File: src/rtl/sdram_req_sched.sv
// Request FIFO, refresh interval timer and command presenter
// sitting in front of the SDRAM command state machine.
module sdram_req_sched #(
    parameter int addr_width_p     = 22,
    parameter int data_width_p     = 16,
    parameter int depth_p          = 4,
    parameter int refresh_cycles_p = 1040,
    parameter int max_postpone_p   = 8
) (
    input  logic                       clk_i,
    input  logic                       rst_i,
    input  logic                       req_valid_i,
    output logic                       req_ready_o,
    input  logic                       req_we_i,
    input  logic [addr_width_p-1:0]    req_addr_i,
    input  logic [data_width_p-1:0]    req_wdata_i,
    output logic                       cmd_valid_o,
    input  logic                       cmd_ready_i,
    output logic                       cmd_we_o,
    output logic                       cmd_refresh_o,
    output logic [addr_width_p-1:0]    cmd_addr_o,
    output logic [data_width_p-1:0]    cmd_wdata_o,
    output logic                       refresh_pending_o,
    output logic [$clog2(depth_p):0]   count_o,
    output logic                       overrun_o
);

    localparam int PtrW  = $clog2(depth_p);
    localparam int CntW  = PtrW + 1;
    localparam int TmrW  = $clog2(refresh_cycles_p);
    localparam int PendW = $clog2(max_postpone_p + 1);

    typedef enum logic [1:0] {
        IDLE,
        PRES_REQ,
        PRES_REF
    } state_e;

    logic                    we_mem    [depth_p];
    logic [addr_width_p-1:0] addr_mem  [depth_p];
    logic [data_width_p-1:0] wdata_mem [depth_p];

    state_e            state_q, state_d;
    logic [PtrW-1:0]   wr_ptr_q, wr_ptr_d;
    logic [PtrW-1:0]   rd_ptr_q, rd_ptr_d;
    logic [CntW-1:0]   count_q, count_d;
    logic [TmrW-1:0]   timer_q, timer_d;
    logic [PendW-1:0]  pend_q, pend_d;
    logic              ovr_q, ovr_d;

    logic push, pop, accept, ref_acc, expire;

    assign req_ready_o = (count_q != CntW'(depth_p));
    assign push        = req_valid_i & req_ready_o;
    assign accept      = cmd_valid_o & cmd_ready_i;
    assign pop         = accept & (state_q == PRES_REQ);
    assign ref_acc     = accept & (state_q == PRES_REF);
    assign expire      = (timer_q == '0);

    // Next-state: FIFO bookkeeping, refresh timer/credits, presenter
    always_comb begin
        wr_ptr_d = wr_ptr_q + PtrW'(push);
        rd_ptr_d = rd_ptr_q + PtrW'(pop);
        count_d  = count_q + CntW'(push) - CntW'(pop);
        timer_d  = expire ? TmrW'(refresh_cycles_p - 1)
                          : timer_q - 1'b1;
        pend_d   = pend_q;
        ovr_d    = ovr_q;
        if (expire && !ref_acc) begin
            if (pend_q == PendW'(max_postpone_p)) begin
                ovr_d = 1'b1;
            end else begin
                pend_d = pend_q + 1'b1;
            end
        end else if (!expire && ref_acc) begin
            pend_d = pend_q - 1'b1;
        end
        // A held command only moves on when accepted; refresh wins
        // every boundary, so a late refresh never preempts held data.
        state_d = state_q;
        if (state_q == IDLE || accept) begin
            if (pend_d != '0) begin
                state_d = PRES_REF;
            end else if (count_d != '0) begin
                state_d = PRES_REQ;
            end else begin
                state_d = IDLE;
            end
        end
    end

    // Control registers
    always_ff @(posedge clk_i) begin
        if (rst_i) begin
            state_q  <= IDLE;
            wr_ptr_q <= '0;
            rd_ptr_q <= '0;
            count_q  <= '0;
            timer_q  <= TmrW'(refresh_cycles_p - 1);
            pend_q   <= '0;
            ovr_q    <= 1'b0;
        end else begin
            state_q  <= state_d;
            wr_ptr_q <= wr_ptr_d;
            rd_ptr_q <= rd_ptr_d;
            count_q  <= count_d;
            timer_q  <= timer_d;
            pend_q   <= pend_d;
            ovr_q    <= ovr_d;
        end
    end

    // FIFO storage; contents are don't-care until written
    always_ff @(posedge clk_i) begin
        if (push) begin
            we_mem[wr_ptr_q]    <= req_we_i;
            addr_mem[wr_ptr_q]  <= req_addr_i;
            wdata_mem[wr_ptr_q] <= req_wdata_i;
        end
    end

    logic is_req;
    assign is_req = (state_q == PRES_REQ);

    assign cmd_valid_o       = (state_q != IDLE);
    assign cmd_refresh_o     = (state_q == PRES_REF);
    assign cmd_we_o          = is_req & we_mem[rd_ptr_q];
    assign cmd_addr_o        = is_req ? addr_mem[rd_ptr_q] : '0;
    assign cmd_wdata_o       = is_req ? wdata_mem[rd_ptr_q] : '0;
    assign refresh_pending_o = (pend_q != '0);
    assign count_o           = count_q;
    assign overrun_o         = ovr_q;

endmodule

File: config.mk
export PLATFORM = sky130hd
export DESIGN_NAME = sdram_req_sched
export DESIGN_NICKNAME = d
export VERILOG_FILES = /design/src/rtl/sdram_req_sched.sv
export SDC_FILE = /design/constraint.sdc
export NUM_CORES = 1
export LEC_CHECK = 0
export ABC_AREA = 1
export CORE_UTILIZATION = 23
export CTS_CLUSTER_SIZE = 12
export DETAILED_ROUTE_END_ITERATION = 7
export GPL_TIMING_DRIVEN = 0
export RECOVER_POWER = 100
export SYNTH_ARGS = -nofsm -noshare
export SYNTH_HDL_FRONTEND = slang
export SYNTH_SLANG_ARGS = --single-unit
File: constraint.sdc
create_clock -name clk_i -period 4.2 [get_ports clk_i]
set_clock_uncertainty 0.2 [all_clocks]
set_input_delay 0.42 -clock clk_i [delete_from_list [all_inputs] [get_ports clk_i]]
set_output_delay 0.42 -clock clk_i [all_outputs]
set_load 0.01 [all_outputs]
==> impl_results.md <==
* Grt ovf at 0
* Post-place instance area at 8949 µm²
* CTS clk-pin slew, worst paths at 0.07 ns
* Synth Area in Compound Gates at 9.625%
* Cell taking the most area after synthesis: edfxtp_1
* Fraction of registers with async set/reset at 0%
* IO Pins at 90
* Full die area at 32,600 µm²
* Setup Viol. Count Final at 0
* Row count at 65
* Total GRT Usage at 11.33%
* Register area at 5185 µm²
* Antenna Cells at 0
* Area Overhead vs Synth at 27.71%
* Worst Path Required at 4.06 ns
* Max-cap viol count at 0
* Clk sinks at 181
* Global-route wire length before repair at 27.33 mm
* Initial antenna violation count at 3
* Unrepaired setup endpoints after global routing: false
* Fin. max-slew vios at 0
* Final HPWL from detailed placement at 12.44 mm
* Iter 0 DRT Violations at 314
* Synth Register Bits at 181
* Clock latency on the worst-skew pair at 0.42 ns
* Post-synthesis mux area share at 0%
* Share of Yosys cell area claimed by the top area cell type at 63.89%
* Status: complete, no violations
* Design area at 9364 µm²
* CTS tree: yes
* Worst Max-Slew Pin Slew at 1.434 ns
* Sequential share of the synthesized area at 70.72%
* DR DRC count at 0
* Maximum clock frequency at 278.4 MHz
* # Post-CTS Setup Buffers at 0
* Pre-antenna DRT Iters at 4
* Total core area at 31,470 µm²
* Final Hold Vio Count at 0
* Power per cell area at 534.1 nW/µm²
* Top cells by count, synth: nor2_1, edfxtp_1, o21ai_0
* CTS buffer count at 17
* H-tree depth at 4
* Final ANT Viol Nets at 0
* Post-synthesis cell count at 647
* Area of the multi-input gates at 1891 µm²
* Via count at 4,923
* Fill count at 3,180
* Yosys warns at 0
* Initial Util at 23.30%
* Synth Cell Area at 7332 µm²
* Post-synth EDFFs at 156
* Arr. time, crit path at 3.46 ns
* Port bufs at 89
* Min Tclk post-route at 3.592 ns
* Via count of the first global-routing pass at 4,793
* Pin count of the biggest net entering global routing at 18
* Adder and majority gate portion of the synthesized area at 1.468%
* R2r setup slk at 0.61 ns
* Most instantiated library cell after synthesis: nor2_1
* Synthesized Nets at 698
* Wirelength per Cell at 15.02 µm
* Path type of the worst setup path: reg2reg
* Die W at 180.5 µm
* Clk root buf: clkbuf_16
* Post-synthesis simple-gate area fraction at 13.81%
* Post-CTS Hold Buffers at 0
* Final GP Congestion at 0.7806
* Final wirelength at 17.83 mm
* Top cells by area, synth: edfxtp_1, nor2_1, dfxtp_1, o21ai_0, a21oi_1
* Kind of end point of the critical path: flip-flop
* Syn_area_per_cell at 11.33 µm²
* Post-CTS Resized at 0
* Xor/xnor share of the synthesized area at 1.075%
* Worst Hold Class: reg2reg
* Layout Nets at 823
* Period utilization at 85.52%
* Ys flop type: edfxtp_1
* Die Y at 180.5 µm
* Synth cell types at 28
* VDD IR max at 0.0002417 V
* Critical path fanouts, max at 9
* Final Power at 0.005002 W
* Vias per std cell at 4.147
* Startpoint Class: flip-flop
* Rel. slew slack at 3.694%
* Share of layout cells above drive strength 1 at 5.860%
* Clk buf depth at 2
* Pleak at 3.316 nW
* Largest family of logic cells by synthesized area: simple AND/OR/NAND/NOR gates
[critical path: stages (launching register included)]
cell	delay [ns]
dfxtp_1	0.39
nor2_1	0.06
nand2_1	0.07
nand2_1	0.15
nor3_1	1.12
clkbuf_1	0.58
buf_8	0.23
clkbuf_1	0.42
[cell usage in the layout, fill, tap and decap left out, types with 6 or more instances in the layout]
master / count
nand3_1: 12
inv_6: 6
clkdlybuf4s50_1: 6
dlygate4sd3_1: 83
clkbuf_1: 42
a21oi_1: 50
nor3_1: 6
inv_1: 31
clkbuf_16: 17
dfxtp_1: 25
o21ai_0: 82
edfxtp_1: 156
nor2_1: 183
ha_1: 7
nand2_1: 34
[layout make-up]
cell class / count / share of cell area [%]
Multi-Input combinational cell: 403 / 20.19
Clock inverter: 13 / 1.470
Timing Repair Buffer: 106 / 10.40
Sequential cell: 181 / 55.37
Inverter: 32 / 1.283
Clock buffer: 19 / 4.623
Buffer: 31 / 1.296
Tap cell: 402 / 5.371
[cell families after synthesis]
logic type	Yosys count
AO/OA/AOI/OAI	138
XOR/XNOR	9
adder cells (fa/ha/maj)	8
buffers and inverters	63
flip-flops	181
AND/OR/NAND/NOR	248
[state kept, by name (all words and copies together), names as in the netlist]
register / cells
addr_mem: 88
wdata_mem: 64
timer_q: 11
pend_q: 4
we_mem: 4
count_o: 3
rd_ptr_q: 2
state_q: 2
wr_ptr_q: 2
overrun_o: 1
[final timing paths]
kind / from / endpoint / depth (start not counted)
max: count_o[1] / wdata_mem[1][0] / 7
min: timer_q[0] / timer_q[0] / 1
max reg2reg: count_o[1] / wdata_mem[1][0] / 7
min reg2reg: timer_q[0] / timer_q[0] / 1
[where the power goes]
| part | internal (W) | leakage [nW] | switching, W |
|---|---|---|---|
| clock | 0.000836 | 0.272 | 0.000705 |
| sequential | 0.00216 | 1.63 | 0.0000518 |
| combinational | 0.000475 | 1.41 | 0.000778 |
| total | 0.00347 | 3.32 | 0.00153 |
[per-layer routing]
| layer | vias up | global-route usage (%) | share of wire [%] |
|---|---|---|---|
| met4 | 2 | 3.795 | 1.3 |
| met2 | 83 | 19.63 | 50 |
| met1 | 2344 | 13.94 | 45 |
| met3 | 17 | 2.405 | 3.4 |
| met5 | - | 0 | 0.073 |
| li1 | 2477 | - | - |
[metrics by stage]
stage	hold WS (ns)	instances	worst slack, ns	TNS [ns]	utilization, %
CTS	0.1978	1187	0.6881	0	30.24
global placement	0.1751	1138	-2.918	-438.13	27.72
global route	0.2061	1187	0.3183	0	29.75
floorplan	0.1657	647	0.1186	0	-
detailed placement	0.1808	1155	1.159	0	28.43
finish	0.1948	1187	0.6082	0	29.75
Note: power is estimated with default switching activity, not from simulation.
